==> config.mk <==
export PLATFORM = sky130hd
export DESIGN_NAME = muldiv_seq
export DESIGN_NICKNAME = d
export VERILOG_FILES = /design/src/rtl/muldiv_pkg.sv /design/src/rtl/muldiv_seq_booth_step.sv /design/src/rtl/muldiv_seq.sv
export SDC_FILE = /design/constraint.sdc
export NUM_CORES = 1
export LEC_CHECK = 0
export ABC_AREA = 1
export CORE_ASPECT_RATIO = 0.75
export CORE_MARGIN = 2
export CORE_UTILIZATION = 37
export CTS_CLUSTER_SIZE = 10
export DETAILED_ROUTE_END_ITERATION = 10
export GPL_TIMING_DRIVEN = 0
export PLACE_DENSITY = 0.63
export SYNTH_ARGS = -nofsm -noshare
export SYNTH_HDL_FRONTEND = slang
export SYNTH_SLANG_ARGS = --single-unit
==> constraint.sdc <==
create_clock -name clock -period 8.2 [get_ports clock]
set_input_delay 0.82 -clock clock [delete_from_list [all_inputs] [get_ports clock]]
set_output_delay 0.82 -clock clock [all_outputs]
set_load 0.01 [all_outputs]
==> src/rtl/muldiv_pkg.sv <==
// muldiv_pkg: shared constants, state encoding and helpers for the
// iterative signed multiply/divide sequencer (muldiv_seq).
package muldiv_pkg;

   localparam int XLEN  = 32;
   localparam int STEPS = 32;

   // Most negative 32-bit value; its magnitude is not representable as a
   // positive signed number but is exact as an unsigned one.
   localparam logic [31:0] OVF_VALUE = 32'h8000_0000;

   // Sequencer states
   typedef logic [2:0] state_t;
   localparam state_t ST_IDLE  = 3'd0;
   localparam state_t ST_MULT  = 3'd1;
   localparam state_t ST_DIV   = 3'd2;
   localparam state_t ST_DSIGN = 3'd3;
   localparam state_t ST_DONE  = 3'd4;

   // Unsigned magnitude of a two's-complement operand
   function automatic logic [31:0] magnitude(input logic [31:0] v);
      if (v == OVF_VALUE)
         return OVF_VALUE;
      return v[31] ? (~v + 32'd1) : v;
   endfunction

endpackage

==> src/rtl/muldiv_seq_booth_step.sv <==
// booth_step: one combinational radix-2 Booth add/shift on the
// {A, Q, Q-1} accumulator. The add is done one bit wider than A so the
// arithmetic shift brings in the true sign even when A +/- M overflows
// 32 bits (e.g. multiplicand 0x80000000).
module booth_step
   import muldiv_pkg::*;
(
   input  logic [2*XLEN:0]   acc_in,
   input  logic [XLEN-1:0]   mcand,
   output logic [2*XLEN:0]   acc_out
);

   logic [XLEN:0] a_ext;
   logic [XLEN:0] m_ext;
   logic [XLEN:0] sum;

   // Add/subtract per {Q0, Q-1}, then shift the whole accumulator right
   always_comb begin
      a_ext = {acc_in[2*XLEN], acc_in[2*XLEN:XLEN+1]};
      m_ext = {mcand[XLEN-1], mcand};
      case (acc_in[1:0])
         2'b01:   sum = a_ext + m_ext;
         2'b10:   sum = a_ext - m_ext;
         default: sum = a_ext;
      endcase
      acc_out = {sum, acc_in[XLEN:1]};
   end

endmodule

==> src/rtl/muldiv_seq.sv <==
// muldiv_seq: iterative signed MULT (32-step Booth) / DIV (32-step
// restoring) sequencer feeding HI/LO.
// Optional macro MULDIV_DIVZERO_EXC_EN: adds the div_zero pulse and
// suppresses the HI/LO write on a zero divisor.
module muldiv_seq
   import muldiv_pkg::*;
(
   input  logic        clock,
   input  logic        reset,
   input  logic        start_mult,
   input  logic        start_div,
   input  logic [31:0] op_a,
   input  logic [31:0] op_b,
   output logic        busy,
   output logic        done,
   output logic        write_hi,
   output logic        write_lo,
   output logic [31:0] hi_out,
   output logic [31:0] lo_out
`ifdef MULDIV_DIVZERO_EXC_EN
   ,
   output logic        div_zero
`endif
);

   state_t      state_reg;
   state_t      state_next;
   logic [4:0]  count_reg;

   logic [64:0] acc_reg;
   logic [31:0] mcand_reg;
   logic [64:0] step_acc;

   logic [31:0] rem_reg;
   logic [31:0] quo_reg;
   logic [31:0] dvs_reg;
   logic        q_neg_reg;
   logic        r_neg_reg;

   logic [31:0] hi_reg;
   logic [31:0] lo_reg;
   logic        done_reg;
   logic        wr_reg;
`ifdef MULDIV_DIVZERO_EXC_EN
   logic        divz_reg;
`endif

   logic        accept_mult;
   logic        accept_div;
   logic        div_by_zero;
   logic [32:0] div_shift;
   logic        div_fits;

   assign accept_mult = (state_reg == ST_IDLE) && start_mult;
   assign accept_div  = (state_reg == ST_IDLE) && !start_mult && start_div;
   assign div_by_zero = accept_div && (op_b == 32'd0);

   // One restoring-divide step: shift in next dividend bit, trial subtract
   assign div_shift = {rem_reg, quo_reg[31]};
   assign div_fits  = (div_shift >= {1'b0, dvs_reg});

   booth_step u_booth (
      .acc_in  (acc_reg),
      .mcand   (mcand_reg),
      .acc_out (step_acc)
   );

   // Next-state selection; starts are only looked at in IDLE
   always_comb begin
      state_next = state_reg;
      case (state_reg)
         ST_IDLE: begin
            if (accept_mult)
               state_next = ST_MULT;
            else if (div_by_zero)
               state_next = ST_DONE;
            else if (accept_div)
               state_next = ST_DIV;
         end
         ST_MULT:  if (count_reg == 5'd0) state_next = ST_DONE;
         ST_DIV:   if (count_reg == 5'd0) state_next = ST_DSIGN;
         ST_DSIGN: state_next = ST_DONE;
         ST_DONE:  state_next = ST_IDLE;
         default:  state_next = ST_IDLE;
      endcase
   end

   // State register and step counter
   always_ff @(posedge clock) begin
      if (reset) begin
         state_reg <= ST_IDLE;
         count_reg <= 5'd0;
      end else begin
         state_reg <= state_next;
         if (accept_mult || (accept_div && !div_by_zero))
            count_reg <= 5'(STEPS - 1);
         else if ((state_reg == ST_MULT) || (state_reg == ST_DIV))
            count_reg <= count_reg - 5'd1;
      end
   end

   // Iteration datapath: Booth accumulator and divide remainder/quotient
   always_ff @(posedge clock) begin
      if (reset) begin
         acc_reg   <= '0;
         mcand_reg <= '0;
         rem_reg   <= '0;
         quo_reg   <= '0;
         dvs_reg   <= '0;
         q_neg_reg <= 1'b0;
         r_neg_reg <= 1'b0;
      end else begin
         if (accept_mult) begin
            acc_reg   <= {32'd0, op_b, 1'b0};
            mcand_reg <= op_a;
         end else if (accept_div && !div_by_zero) begin
            rem_reg   <= 32'd0;
            quo_reg   <= magnitude(op_a);
            dvs_reg   <= magnitude(op_b);
            q_neg_reg <= op_a[31] ^ op_b[31];
            r_neg_reg <= op_a[31];
         end else if (state_reg == ST_MULT) begin
            acc_reg <= step_acc;
         end else if (state_reg == ST_DIV) begin
            rem_reg <= div_fits ? (div_shift[31:0] - dvs_reg) : div_shift[31:0];
            quo_reg <= {quo_reg[30:0], div_fits};
         end
      end
   end

   // Result registers and strobes, loaded on the edge that enters DONE
   always_ff @(posedge clock) begin
      if (reset) begin
         hi_reg   <= 32'd0;
         lo_reg   <= 32'd0;
         done_reg <= 1'b0;
         wr_reg   <= 1'b0;
`ifdef MULDIV_DIVZERO_EXC_EN
         divz_reg <= 1'b0;
`endif
      end else begin
         done_reg <= 1'b0;
         wr_reg   <= 1'b0;
`ifdef MULDIV_DIVZERO_EXC_EN
         divz_reg <= 1'b0;
`endif
         case (state_reg)
            ST_IDLE: begin
               if (div_by_zero) begin
                  done_reg <= 1'b1;
`ifdef MULDIV_DIVZERO_EXC_EN
                  divz_reg <= 1'b1;
`else
                  wr_reg   <= 1'b1;
                  hi_reg   <= op_a;
                  lo_reg   <= 32'hFFFF_FFFF;
`endif
               end
            end
            ST_MULT: begin
               if (count_reg == 5'd0) begin
                  done_reg <= 1'b1;
                  wr_reg   <= 1'b1;
                  hi_reg   <= step_acc[64:33];
                  lo_reg   <= step_acc[32:1];
               end
            end
            ST_DSIGN: begin
               done_reg <= 1'b1;
               wr_reg   <= 1'b1;
               lo_reg   <= q_neg_reg ? (~quo_reg + 32'd1) : quo_reg;
               hi_reg   <= r_neg_reg ? (~rem_reg + 32'd1) : rem_reg;
            end
            default: ;
         endcase
      end
   end

   assign busy     = (state_reg != ST_IDLE);
   assign done     = done_reg;
   assign write_hi = wr_reg;
   assign write_lo = wr_reg;
   assign hi_out   = hi_reg;
   assign lo_out   = lo_reg;
`ifdef MULDIV_DIVZERO_EXC_EN
   assign div_zero = divz_reg;
`endif

endmodule

==> results.tsv, run 1 <==
stage	metric	value	unit
layout	largest_reg_flops	65	
synthesis	yosysWarnings	0	
sta	slew_viol_final	0	
critical_path	critPathRequiredTime	8.63	ns
die	fp-row-count	73	
synthesis	synth_cells	3304	
critical_path	endpoint	acc_reg[63]$_SDFFE_PP0P_	
power_and_ir_drop	p_comb_frac	0.682	
power_and_ir_drop	netSwitchingPower	0.00586	W
synthesis	syn-num-nets	3446	
critical_path	crit_arrival	4.93	ns
die	start_util	0.375	
power_and_ir_drop	clockPowerShare	0.131	
synthesis	synthFlopType	dfxtp_1	
sta	tns	0	ns
routing	wl_per_cell	21.0	um
sta	fmax	222	MHz
layout	final_layout_size_suffix_gt1_frac	0.0448	
placed_design	gp_congestion	1.02	
sta	finalClockSkew	0.0186	ns
placed_design	dp_worst_setup_slack	3.88	ns
critical_path	cp_cell_sequence	ha_1, clkbuf_1, a41oi_1, or2_1, nor2_1, xor2_1, ha_1, a21oi_1, a21boi_0, nand2_1, a21oi_1, nand3b_1, nand3_1, nand2_1, o21ai_0, inv_1	
worst_hold_path	hold_path_class	flip-flop to flip-flop	
critical_path	cp_num_cells	16	
grt	grt-ovfl-total	0	
sta	finalSetupViolCount	0	
clocking	cts_sinks	268	
critical_path	path_delay_family	compound AO/OA/AOI/OAI gates	
sta	relSlewSlack	0.261	
die	dieArea	55800	um2
critical_path	cp-end-kind	flip-flop	
power_and_ir_drop	leakage	10.5	nW
critical_path	crit_start	acc_reg[1]$_SDFFE_PP0P_	
synthesis	syn_area	19900	um2
sta	rsz0062_at_grt	no	
die	die_height	205	um
clocking	cts_resized	0	
critical_path	worst_r2r_path_depth	16	
critical_path	worst_r2r_endpoint	acc_reg[63]$_SDFFE_PP0P_	
clocking	clk_latency	0.54	ns
critical_path	critical_path_class	flip-flop to flip-flop	
critical_path	cpMaxStageDelayCell	xor2_1	
synthesis	seq_area_frac_synth	0.269	
placed_design	dpl-instance-area	22200	um2
clocking	cts.clk_slew.worst_paths	0.06	ns
power_and_ir_drop	ir_drop	0.000262	V
synthesis	synth_cell_types	55	
clocking	clockRootBuffer	clkbuf_16	
sta	holdWs	0.461	ns
power_and_ir_drop	switching_share	0.548	
critical_path	crit_buf_inv	2	
clocking	cts_setup_buffers	0	
layout	final_nets	3615	
flow_run	maxCapViolCount	0	
routing	dr.pass1.iters	6	
power_and_ir_drop	p_per_area	462	nW/um2
synthesis	avgSynthCellArea	6.03	um2
grt	antenna_found_initial	6	
clocking	cts_buffers	34	
sta	setup_ws	3.70	ns
die	die_x	272	um
synthesis	synth-edff-count	0	
clocking	clockBufferDepth	3	
routing	drt-initial-drc-count	2735	
layout	fin_area	23100	um2
critical_path	start_kind	flip-flop	
clocking	ctsHtreeMaxLevel	2	
clocking	cts_tree	done	
sta	tightest_slew	1.11	ns
grt	grt_max_degree	11	
power_and_ir_drop	power.internal	0.00483	W
power_and_ir_drop	pwr-share-seq	0.187	
synthesis	synth_top_area_share	0.269	
clocking	ctsHoldBuffers	0	
die	core	53200	um2
grt	grt_pass1_wl	130	mm
die	ioPinCount	136	
placed_design	portBuffers	133	
sta	period_minus_slack	4.50	ns
layout	area_growth	16.1	%
grt	track_usage	0.310	
layout	layoutNonFillerInstCount	4200	
critical_path	rrSetupSlack	3.70	ns
routing	final_antenna_net_count	0	
outcome	outcome	finished, final reports clean	
synthesis	synth-seq-cells	268	
worst_hold_path	worstHoldStart	count_reg[0]$_SDFFE_PP0P_	
sta	min_period_over_period	0.549	
synthesis	ys_top_cells_by_area	dfxtp_1 27%, nand2_1 16%, a21oi_1 7.8%	
routing	routed_via_density	5.48	
routing	drc_errors	0	
critical_path	crit_fanout	10	
placed_design	place_hpwl	72.2	mm
sta	hold_violations	0	
routing	drt-total-wl	88.4	mm
critical_path	cpPeakStageDelay	0.59	ns
critical_path	r2r_start	acc_reg[1]$_SDFFE_PP0P_	
grt	first_global_vias	20700	
placed_design	placed_cells	4149	
synthesis	yosys.area.top_type	dfxtp_1	
routing	route.vias.total	23000	
synthesis	async_reset_ff_frac	0	
## layout make-up
class                   count  area [um2]
fillers                  5812       30000
multi-input cells        2464       12300
flip-flops and latches    268        5370
inverters                 435        1640
repair buffers            133        1330
clock buffers              42         932
well taps                 712         891
plain buffers             137         611
clock inverters             6        52.6
diodes                      3        7.51
## cells in the final DEF, fill, tap and decap left out, types with 6 or more instances in the layout
| cell type | n |
|---|---|
| o22ai_1 | 20 |
| nand3_2 | 7 |
| nand3_1 | 275 |
| dfxtp_1 | 268 |
| o211ai_1 | 59 |
| nor4_1 | 10 |
| nor2_2 | 8 |
| clkdlybuf4s50_1 | 133 |
| nor3_1 | 41 |
| o21ai_0 | 180 |
| clkbuf_16 | 35 |
| o21a_1 | 6 |
| o31ai_1 | 7 |
| o21bai_1 | 11 |
| nand2_1 | 847 |
| buf_1 | 17 |
| inv_2 | 26 |
| buf_4 | 7 |
| or2_2 | 14 |
| buf_2 | 26 |
| xor2_1 | 62 |
| nand3b_1 | 20 |
| o221ai_1 | 11 |
| o21ai_1 | 34 |
| clkbuf_1 | 86 |
| nor2_1 | 349 |
| a31oi_1 | 33 |
| ha_1 | 72 |
| nand4_1 | 27 |
| inv_1 | 404 |
| xnor2_1 | 22 |
| a21oi_1 | 310 |
## power groups by stage
stage,sequential [W],combinational [W],clock (W)
floorplan,0.00192,0.00490,0
global placement,0.00202,0.00705,0
detailed placement,0.00202,0.00707,0
CTS,0.00199,0.00710,0.00141
global route,0.00203,0.00811,0.00147
finish,0.00200,0.00729,0.00140
## logic make-up after synthesis
group                      share of synthesized area
adders and majority gates                     0.0472
AOI/OAI and AO/OA                              0.191
xor gates and xnor gates                      0.0369
buffers and inverters                          0.113
and+or+nand+nor                                0.343
DFF                                            0.269
## through the flow
step	total power, W	util
floorplan	0.00682	-
global placement	0.00907	0.417
detailed placement	0.00908	0.417
CTS	0.0105	0.435
global route	0.0116	0.435
finish	0.0107	0.435
## worst min path at each step
stage               slack [ns]  cells after the start                   endpoint
finish                    0.46                      1  count_reg[0]$_SDFFE_PP0P_
CTS                       0.46                      1  count_reg[0]$_SDFFE_PP0P_
global route              0.47                      2    acc_reg[0]$_SDFFE_PP0P_
global placement          0.45                      1  count_reg[0]$_SDFFE_PP0P_
floorplan                 0.43                      1  count_reg[0]$_SDFFE_PP0P_
detailed placement        0.45                      1  count_reg[0]$_SDFFE_PP0P_
## synth_stat cells (22+ instances only)
cell type,instances
a31oi_1,33
inv_2,26
xnor2_1,22
nor3_1,41
inv_1,404
nand2_1,847
buf_2,26
dfxtp_1,268
o21ai_1,34
a21oi_1,310
o211ai_1,59
clkbuf_1,82
nand4_1,27
o21ai_0,180
ha_1,72
nand3_1,275
nor2_1,349
xor2_1,62
## per-layer routing
| layer | vias up | share of wire | global-route usage |
|---|---|---|---|
| met3 | 115 | 0.13 | 0.100 |
| li1 | 11100 | - | - |
| met5 | - | 0 | 0 |
| met2 | 1114 | 0.38 | 0.426 |
| met4 | 0 | 0.022 | 0.0722 |
| met1 | 10700 | 0.47 | 0.459 |
## worst register-to-register path: cells and delay by family, from the launching register on
family / cells / cell delay (ns)
AO/OA/AOI/OAI: 5 / 1.28
adder cells (fa/ha/maj): 2 / 0.62
XOR/XNOR: 1 / 0.59
flip-flops: 1 / 0.49
buffers and inverters: 2 / 0.45
AND/OR/NAND/NOR: 6 / 0.96
Power figures use the tool's default switching activity.
==> run 2: changes to the inputs <==
--- a/config.mk
+++ b/config.mk
@@ -12,7 +12,7 @@
 export CTS_CLUSTER_SIZE = 10
 export DETAILED_ROUTE_END_ITERATION = 10
 export GPL_TIMING_DRIVEN = 0
-export PLACE_DENSITY = 0.63
+export PLACE_DENSITY = 0.65
 export SYNTH_ARGS = -nofsm -noshare
 export SYNTH_HDL_FRONTEND = slang
 export SYNTH_SLANG_ARGS = --single-unit
==> constraint.sdc (replaced) <==
create_clock -name clock -period 3.7 [get_ports clock]
set_input_delay 0.37 -clock clock [delete_from_list [all_inputs] [get_ports clock]]
set_output_delay 0.37 -clock clock [all_outputs]
set_load 0.01 [all_outputs]
==> results.tsv, run 2 (synthesis gave the netlist of run 1 again) <==
stage	metric	value	unit
critical_path	cpMaxStageDelayCell	ha_2	
sta	finalClockSkew	0.0244	ns
layout	fillers	5659	
placed_design	dp_worst_setup_slack	-0.489	ns
worst_hold_path	hold_path_depth	3	
grt	use_met2	0.419	
critical_path	start_kind	flip-flop	
critical_path	crit_arrival	4.15	ns
clocking	clockRootBuffer	clkbuf_16	
critical_path	cp_cell_sequence	inv_1, ha_1, nand2_1, nor2_4, a41oi_2, or2_4, nor2_4, o21ai_1, xor2_1, ha_2, nand2_2, a21oi_1, nor2_1, nand2_1, a21oi_1, nand2_2, nand3_1, nand3_1, nand2_2, nand2_1, a21oi_2	
routing	route.vias.total	23100	
sta	finalSetupViolCount	0	
die	start_util	0.375	
sta	tightest_slew	1.07	ns
layout	final_nets	3618	
grt	grt_max_degree	11	
sta	fmax	274	MHz
grt	grt-ovfl-total	0	
routing	routed_via_density	5.50	
layout	diodes	0	
grt	top_usage_layer	met1	
grt	use_met3	0.0966	
layout	multi_input_area	12800	um2
routing	final_antenna_net_count	0	
routing	wl_per_cell	20.6	um
layout	post-route-util	0.446	
die	dieArea	55800	um2
outcome	outcome	finished, final reports clean	
sta	period_minus_slack	3.65	ns
sta	min_period_over_period	0.987	
routing	drt-initial-drc-count	2959	
grt	track_usage	0.303	
clocking	ctsHtreeMaxLevel	2	
die	fp-row-count	73	
die	die_height	205	um
layout	final_layout_size_suffix_gt1_frac	0.0642	
placed_design	gp_congestion	1.02	
sta	hold_violations	0	
critical_path	worst_r2r_path_depth	21	
layout	largest_reg_flops	65	
routing	dr.pass1.iters	6	
layout	seq_area	5370	um2
placed_design	portBuffers	133	
power_and_ir_drop	leakage	10.6	nW
sta	relSlewSlack	0.288	
die	ioPinCount	136	
clocking	ctsHoldBuffers	0	
critical_path	cpPeakStageDelay	0.38	ns
grt	grt_use_met1	0.441	
clocking	cts_tree	done	
placed_design	place_hpwl	70.2	mm
grt	antenna_found_initial	5	
layout	final_common_cell	nand2_1	
flow_run	maxCapViolCount	0	
critical_path	critPathRequiredTime	4.19	ns
worst_hold_path	hold_path_class	input pin to flip-flop	
clocking	cts_buffers	35	
layout	area_growth	19.0	%
clocking	cts_sinks	268	
critical_path	cp-end-kind	flip-flop	
clocking	clk_latency	0.56	ns
clocking	cts.clk_slew.worst_paths	0.06	ns
routing	drt-total-wl	86.5	mm
sta	rsz0062_at_grt	yes	
die	die_x	272	um
sta	slew_viol_final	0	
layout	final_cell_mix	838 x nand2_1, 402 x inv_1, 340 x nor2_1, 296 x a21oi_1, 275 x nand3_1	
grt	grt_pass1_wl	127	mm
die	core	53200	um2
critical_path	critical_path_class	flip-flop to flip-flop	
power_and_ir_drop	p_per_area	1020	nW/um2
power_and_ir_drop	ir_drop	0.000592	V
grt	first_global_vias	20600	
routing	drc_errors	0	
sta	setup_ws	0.0477	ns
critical_path	crit_fanout	4	
clocking	clockBufferDepth	3	
==> run 2: per-stage QoR <==
stage | hold slack [ns] | TNS [ns] | cell area (um2) | instances | power, W
floorplan | 0.429 | 0 | 19900 | 3304 | 0.0151
global route | 0.462 | -0.402 | 23700 | 4203 | 0.0262
detailed placement | 0.446 | -11.80 | 22200 | 4149 | 0.0200
CTS | 0.412 | 0 | 23300 | 4200 | 0.0235
finish | 0.432 | 0 | 23700 | 4203 | 0.0242
global placement | 0.445 | -11.35 | 22200 | 4149 | 0.0200
==> run 2: critical path, delay by kind of cell, from the launching register on <==
kind                     cells  cell delay, ns
AND/OR/NAND/NOR             12            1.73
AO/OA/AOI/OAI                5            0.61
adder cells (fa/ha/maj)      2            0.56
flip-flops                   1            0.31
XOR/XNOR                     1            0.29
buffers and inverters        1            0.09
==> run 2: path summary, 6_finish.rpt <==
kind,slack (ns),end,startpoint
max,0.05,hi_out[31]$_SDFFE_PP0P_,mcand_reg[0]$_SDFFE_PP0P_
min,0.43,dvs_reg[0]$_SDFFE_PP0P_,op_b[0]
max reg2reg,0.05,hi_out[31]$_SDFFE_PP0P_,mcand_reg[0]$_SDFFE_PP0P_
min reg2reg,0.46,count_reg[0]$_SDFFE_PP0P_,count_reg[0]$_SDFFE_PP0P_
==> run 2: repair_timing <==
action                     4_1_cts  5_1_grt
pin swaps                        2       11
setup endpoints to repair       46       42
setup buffers                    0        3
resized for setup               24       70
==> run 2: area by class of cell <==
class	instances	area share
Clock buffer	45	0.0398
Inverter	435	0.0692
Sequential cell	268	0.226
Tap cell	712	0.0376
Clock inverter	7	0.00448
Multi-Input combinational cell	2464	0.540
Buffer	136	0.0258
Timing Repair Buffer	136	0.0571
==> run 2: metal layers <==
metal / wire length [um] / up-vias / part of all wire
met4: 2590 / 0 / 0.030
met1: 39100 / 10600 / 0.45
met2: 33400 / 1174 / 0.39
met3: 11300 / 144 / 0.13
met5: 0 / - / 0
li1: - / 11100 / -
==> run 2: where the power goes <==
group	total [W]	switching (W)	internal, W
Sequential	0.00446	0.000824	0.00364
Clock	0.00332	0.00139	0.00193
Combinational	0.0164	0.0109	0.00549
Total	0.0242	0.0132	0.0111
